--- src/rtl/line_draw_arbiter.sv ---
// Round-robin arbiter sharing one line-rasterizer engine between NUM_REQ line sequencers.
// Latches the granted line, launches the engine and acknowledges with a level ready.
module line_draw_arbiter #(
  parameter int NUM_REQ             = 2,
  parameter int COLOR_CHANNEL_DEPTH = 2,
  parameter int SKIP_HIDDEN         = 1,
  localparam int CW                 = 3 * COLOR_CHANNEL_DEPTH
) (
  input  logic                  clock,
  input  logic                  reset,
  input  logic [NUM_REQ-1:0]    request,
  output logic [NUM_REQ-1:0]    ready,
  input  logic [10*NUM_REQ-1:0] x0_in,
  input  logic [10*NUM_REQ-1:0] y0_in,
  input  logic [10*NUM_REQ-1:0] x1_in,
  input  logic [10*NUM_REQ-1:0] y1_in,
  input  logic [CW*NUM_REQ-1:0] color_in,
  input  logic [NUM_REQ-1:0]    dontShow_in,
  output logic [9:0]            x0_out,
  output logic [9:0]            y0_out,
  output logic [9:0]            x1_out,
  output logic [9:0]            y1_out,
  output logic [CW-1:0]         color_out,
  output logic                  line_start,
  input  logic                  line_done,
  output logic [1:0]            grant_id,
  output logic                  busy,
  output logic [1:0]            state_dbg
);

  // Handshake: a requester holds request[i] high with stable line data until it
  // sees ready[i] high, then drops request[i]; ready[i] falls the following cycle
  // and the requester must see it low before requesting again.

  typedef enum logic [1:0] {
    S_IDLE   = 2'd0,
    S_LAUNCH = 2'd1,
    S_WAIT   = 2'd2,
    S_ACK    = 2'd3
  } state_t;

  state_t               state_q, state_d;
  logic [NUM_REQ-1:0]   ready_q, ready_d;
  logic [NUM_REQ-1:0]   gnt_oh_q, gnt_oh_d;
  logic [1:0]           grant_q, grant_d;
  logic [1:0]           last_q, last_d;
  logic [9:0]           x0_q, x0_d, y0_q, y0_d, x1_q, x1_d, y1_q, y1_d;
  logic [CW-1:0]        color_q, color_d;

  logic                 found;
  logic [1:0]           pick;
  logic [NUM_REQ-1:0]   pick_oh;
  logic [NUM_REQ-1:0]   eligible;
  logic [9:0]           x0_sel, y0_sel, x1_sel, y1_sel;
  logic [CW-1:0]        color_sel;
  logic                 hidden_sel;
  logic                 req_granted;

  assign eligible = request & ~ready_q;

  // Search last+1, last+2, ... modulo NUM_REQ; constant inner index keeps selects static.
  always_comb begin
    found   = 1'b0;
    pick    = 2'd0;
    pick_oh = '0;
    for (int off = 1; off <= NUM_REQ; off++) begin
      for (int i = 0; i < NUM_REQ; i++) begin
        if (!found && eligible[i] && (((int'(last_q) + off) % NUM_REQ) == i)) begin
          found      = 1'b1;
          pick       = 2'(i);
          pick_oh[i] = 1'b1;
        end
      end
    end
  end

  always_comb begin
    x0_sel    = '0;
    y0_sel    = '0;
    x1_sel    = '0;
    y1_sel    = '0;
    color_sel = '0;
    for (int i = 0; i < NUM_REQ; i++) begin
      if (pick_oh[i]) begin
        x0_sel    = x0_in[10*i +: 10];
        y0_sel    = y0_in[10*i +: 10];
        x1_sel    = x1_in[10*i +: 10];
        y1_sel    = y1_in[10*i +: 10];
        color_sel = color_in[CW*i +: CW];
      end
    end
  end

  assign hidden_sel  = (SKIP_HIDDEN != 0) && (|(dontShow_in & pick_oh));
  assign req_granted = |(request & gnt_oh_q);

  always_comb begin
    state_d  = state_q;
    ready_d  = ready_q;
    gnt_oh_d = gnt_oh_q;
    grant_d  = grant_q;
    last_d   = last_q;
    x0_d     = x0_q;
    y0_d     = y0_q;
    x1_d     = x1_q;
    y1_d     = y1_q;
    color_d  = color_q;
    case (state_q)
      S_IDLE: begin
        if (found) begin
          x0_d     = x0_sel;
          y0_d     = y0_sel;
          x1_d     = x1_sel;
          y1_d     = y1_sel;
          color_d  = color_sel;
          grant_d  = pick;
          gnt_oh_d = pick_oh;
          if (hidden_sel) begin
            ready_d = pick_oh;
            state_d = S_ACK;
          end else begin
            state_d = S_LAUNCH;
          end
        end
      end
      S_LAUNCH: state_d = S_WAIT;
      S_WAIT: begin
        if (line_done) begin
          ready_d = gnt_oh_q;
          state_d = S_ACK;
        end
      end
      S_ACK: begin
        if (!req_granted) begin
          ready_d = '0;
          last_d  = grant_q;
          state_d = S_IDLE;
        end
      end
      default: state_d = S_IDLE;
    endcase
  end

  always_ff @(posedge clock or posedge reset) begin
    if (reset) begin
      state_q  <= S_IDLE;
      ready_q  <= '0;
      gnt_oh_q <= '0;
      grant_q  <= 2'd0;
      last_q   <= 2'(NUM_REQ - 1);
      x0_q     <= '0;
      y0_q     <= '0;
      x1_q     <= '0;
      y1_q     <= '0;
      color_q  <= '0;
    end else begin
      state_q  <= state_d;
      ready_q  <= ready_d;
      gnt_oh_q <= gnt_oh_d;
      grant_q  <= grant_d;
      last_q   <= last_d;
      x0_q     <= x0_d;
      y0_q     <= y0_d;
      x1_q     <= x1_d;
      y1_q     <= y1_d;
      color_q  <= color_d;
    end
  end

  assign ready      = ready_q;
  assign x0_out     = x0_q;
  assign y0_out     = y0_q;
  assign x1_out     = x1_q;
  assign y1_out     = y1_q;
  assign color_out  = color_q;
  assign grant_id   = grant_q;
  assign line_start = (state_q == S_LAUNCH);
  assign busy       = (state_q != S_IDLE);
  assign state_dbg  = state_q;

endmodule
--- config.mk ---
export PLATFORM = sky130hd
export DESIGN_NAME = line_draw_arbiter
export DESIGN_NICKNAME = d
export VERILOG_FILES = /design/src/rtl/line_draw_arbiter.sv
export SDC_FILE = /design/constraint.sdc
export NUM_CORES = 1
export LEC_CHECK = 0
export ABC_AREA = 1
export CORE_ASPECT_RATIO = 0.75
export CORE_MARGIN = 2
export CORE_UTILIZATION = 30
export CTS_BUF_LIST = sky130_fd_sc_hd__clkbuf_16
export CTS_CLUSTER_SIZE = 20
export DETAILED_ROUTE_END_ITERATION = 10
export PLACE_DENSITY = 0.79
export SETUP_SLACK_MARGIN = 0.4
export SLEW_MARGIN = 10
export SYNTH_ARGS = -nofsm -noshare
export SYNTH_HDL_FRONTEND = slang
export SYNTH_SLANG_ARGS = --single-unit
--- constraint.sdc ---
create_clock -name clock -period 3.7 [get_ports clock]
set_clock_uncertainty 0.2 [all_clocks]
set_input_delay 1.11 -clock clock [delete_from_list [all_inputs] [get_ports clock]]
set_output_delay 1.11 -clock clock [all_outputs]
set_load 0.01 [all_outputs]
# Yosys cells after proc, flatten, opt, wreduce, memory -nomap -nowiden

Index checks and enable logic that the tools add are counted.

Output and inout port bits: 54
Input port bits: 99
Logic and storage cells: 78
Memories: 0
Bits in registers: 55
Memory bits (read-only): 0
Latch bits: 0
Memory bits (writable): 0

Multiplexer cells: 29
Divide/modulo/power cells: 0
Magnitude comparators: 0
Shift operators: 0
Reductions and logical operators: 21
Bitwise gates (word level): 7
Add/sub/neg operators: 2
Multiply operators: 0
Equal/unequal tests: 9

Operators with widths:

| kind                  | number |
|---|---|
| $mux W10              | 8 |
| $logic_not A32 Y1     | 2 |
| $mux W2               | 9 |
| $mux W6               | 2 |
| $eq A2 B2 Y1 const B  | 4 |
| $mux W1               | 8 |
| $ne A2 B2 Y1 const B  | 4 |
| $pmux W2 S4           | 1 |
| $logic_and A1 B1 Y1   | 7 |
| $and A2 B2 Y2         | 3 |
| $pmux W2 S3           | 1 |
| $reduce_and A5 Y1     | 1 |
| $reduce_and A2 Y1     | 2 |
| $reduce_or A2 Y1      | 2 |
| $logic_not A1 Y1      | 3 |
| $reduce_and A3 Y1     | 1 |
| $reduce_bool A3 Y1    | 1 |
| $add A1 B1 Y1 const B | 2 |
| $and A1 B1 Y1 const A | 2 |
| $eq A2 B1 Y1 const B  | 1 |
| $logic_not A2 Y1      | 1 |
| $not A2 Y2            | 1 |
| $reduce_bool A2 Y1    | 1 |
| $not A1 Y1            | 1 |

# Longest topological paths before layout

Depth after elaboration: 22
Gate-level depth with buffers: 9
Depth with buffers taken out: 9

# Worst setup path before layout

Ideal clock, no wire load.

Path kind: register -> output
From: register state_q[0] (netlist: state_dbg[0])
To: output busy
Cell stages (with the launch flop): 4
Path buffers: 0
Data required time: 2.390 ns
Path slack: 1.504 ns
Data arrival time: 0.886 ns
Path through: dfrtp_1 -> inv_1 -> ha_1 -> inv_2

Longest elaborated chain between the ends: 1

RTL lines:

| item                   | RTL line | RTL |
|---|---|---|
| from (decl)            | 42       | `state_t state_q, state_d;` |
| from (signal assigned) | 157      | `state_q <= state_d;` |
| $reduce_bool A2 Y1     | 178      | `assign busy = (state_q != S_IDLE);` |
| to (decl)              | 27       | `output logic busy,` |

No other way between the ends.

# Worst setup path after layout

Ends and elaborated chain as after synthesis.

==> metrics <==
Sink Count=54; Peak VDD IR=319 uV; worst hold slack=295 ps; gr ovfl total=0; Worst Hold Depth=2; CP peak stage delay=560 ps; Ports=153; Vias/cell=4.51; DR iter-0 viols=173; Worst-Margin Slew=1070 ps; Worst setup SP type=flop; CP Max Fanout=6; core area=0.00838 mm2; Synth Register Bits=54; Synth Cell Area=0.00256 mm2; # H-tree levels=2; r2r startpoint=state_dbg[0]; max_cap viols=0; Max Slew Vio Count=0; CP Capture Type=output pin; # rows=29; largest family of logic cells by synthesized area=simple AND/OR/NAND/NOR gates; XOR/XNOR share of the synthesized area=0%; CTS Hold Buffers Added=0; crit path kind=flop to output pin; Nets=568; Netlist cell types=20; vias in the first global route=2,624; Critical Path AT=1750 ps; design area=0.00426 mm2; HPWL after DPL=5450 um; fraction of the mapped netlist area in simple logic gates=36.2%; CTS tree=yes; Slew headroom=28.5%; Synth Area in Compound Gates=1.91%; Clock Latency Late Sink=280 ps; # fillers=785; commonest cells in the netlist=nand2_1, nand3_1, dfrtp_1; fraction of layout cells with a size suffix above 1=4.51%; post-synth top area share=51.9%; initial core utilization=30.5%; TritonCTS Buffers=5; total global routing track utilization=16.3%; Synth area leader=dfrtp_1; WP data required=2390 ps; post-CTS resize count=0; HP Class=flop to flop; Area growth, synth to finish=66.8%; fin crit share=82.6%; Cell Pwr Density=723 mW/mm2; RSZ-0062 raised after global routing=no; syn_area_per_cell=8.04 um2; Final Core Density=50.9%; fin crit period=3060 ps; first-pass GRT wire length=12,400 um; mux cell area share after synthesis=0%; crit-path cells=inv_1 -> ha_1 -> inv_2 -> clkdlybuf4s50_1; setup tns final=0 ps; die area=0.00928 mm2; most frequent cell after synthesis=nand2_1; drc violations=0; post-synthesis sequential area ratio=52.9%; Async S/R FF share, synth=100%; GPL Wtd Cong=0.830; initial antenna violation count=0; setup violators final=0; Worst Path Buf+Inv=3; reg2reg end=y1_out[3]; Hold Path Origin=y1_out[4]; I/O Buffers=151; register-to-register setup slack=1420 ps; DRT antenna net count=0; Fmax=0.327 GHz; Ant. Diodes=0; Die Span Y=83.9 um; root buffer cell=clkbuf_16; maximum clock path buffer count=2; placed inst area=0.00413 mm2; drt first pass iters=4; crit-path leading delay family=buffers and inverters; ys flop type=dfrtp_1; status=finished, final reports clean; LEAKAGE=1.92 nW; slowest stage cell, crit path=clkdlybuf4s50_1; cells after synthesis=318; adder-cell share of the synthesized area=1.96%; Net Count, Synth=421; Die Span X=111 um; Post-synth EDFFs=0; synth top area cells=dfrtp_1, nand2_1, nand3_1; routed vias=2,591; Worst-path clk slew=70 ps; setup bufs post-CTS=0; Post-Route WL=7370 um; YS warnings=0; largest net degree at the start of global routing=49; Final Hold Fails=0; WL per Instance=12.8 um; R2R cell count=6; WHS Endpoint=y1_out[4]
routing by layer:
| metal | wire length, um | GRT usage, % | vias to the layer above |
|---|---|---|---|
| met4 | 48 | 3.41 | 0 |
| li1 | - | - | 1288 |
| met1 | 3150 | 19.4 | 1186 |
| met2 | 3430 | 28.2 | 113 |
| met3 | 741 | 5.95 | 4 |
| met5 | 0 | 0 | - |
how the worst max path moves through the flow:
| stage | startpoint | end | slack [ps] | depth (start not counted) |
|---|---|---|---|---|
| CTS | state_dbg[0] | busy | 620 | 4 |
| finish | state_dbg[0] | busy | 640 | 4 |
| global route | request[0] | x0_out[5] | 510 | 7 |
| floorplan | reset | color_out[0] | 1080 | 1 |
| global placement | request[0] | color_out[0] | 520 | 7 |
| detailed placement | request[0] | y1_out[3] | 430 | 7 |
placed cells by master, fill, tap and decap left out, types with 2 or more instances in the layout:
cell type and n:
o21ai_0 5, clkbuf_16 5, nand3_1 56, inv_1 11, or2_2 2, dfrtp_1 53
buf_12 2, nor2_1 4, clkdlybuf4s50_1 151, nand2_1 158, inv_2 4, ha_1 4
state kept, by name, summed over array words and instances (netlist names):
register / count
color_out: 6
gnt_oh_q: 2
grant_id: 1
last_q: 1
ready: 2
state_dbg: 2
x0_out: 10
x1_out: 10
y0_out: 10
y1_out: 10
cell type report:
cell class / instances / area [um2] / share of cell area, %
Clock buffer: 5 / 125 / 2.93
Clock inverter: 3 / 12.5 / 0.293
Inverter: 14 / 52.6 / 1.23
Multi-Input combinational cell: 236 / 1030 / 24.1
Sequential cell: 54 / 1350 / 31.7
Tap cell: 108 / 135 / 3.17
Timing Repair Buffer: 154 / 1560 / 36.6
power by group:
part | switching [W] | total, W | internal, W
sequential | 0.000169 | 0.00105 | 0.000877
clock | 0.000204 | 0.000449 | 0.000245
combinational | 0.000773 | 0.00159 | 0.000818
worst min-delay path: stages, from the launching register on:
cell and delay (ps):
dfrtp_1 340, nand2_1 50, nand3_1 70
cell families after synthesis:
family          Yosys count
compound gates            8
fa+ha+maj                 4
buf+inv                  28
flops                    54
other cells               1
simple gates            223
through the flow:
step                total power [W]  setup slack [ps]  cells
floorplan                   0.00186              1080    318
finish                      0.00308               642    574
detailed placement          0.00266               432    566
global placement            0.00260               521    566
global route                0.00334               509    574
CTS                         0.00313               623    574
Power figures use the tool's default switching activity.
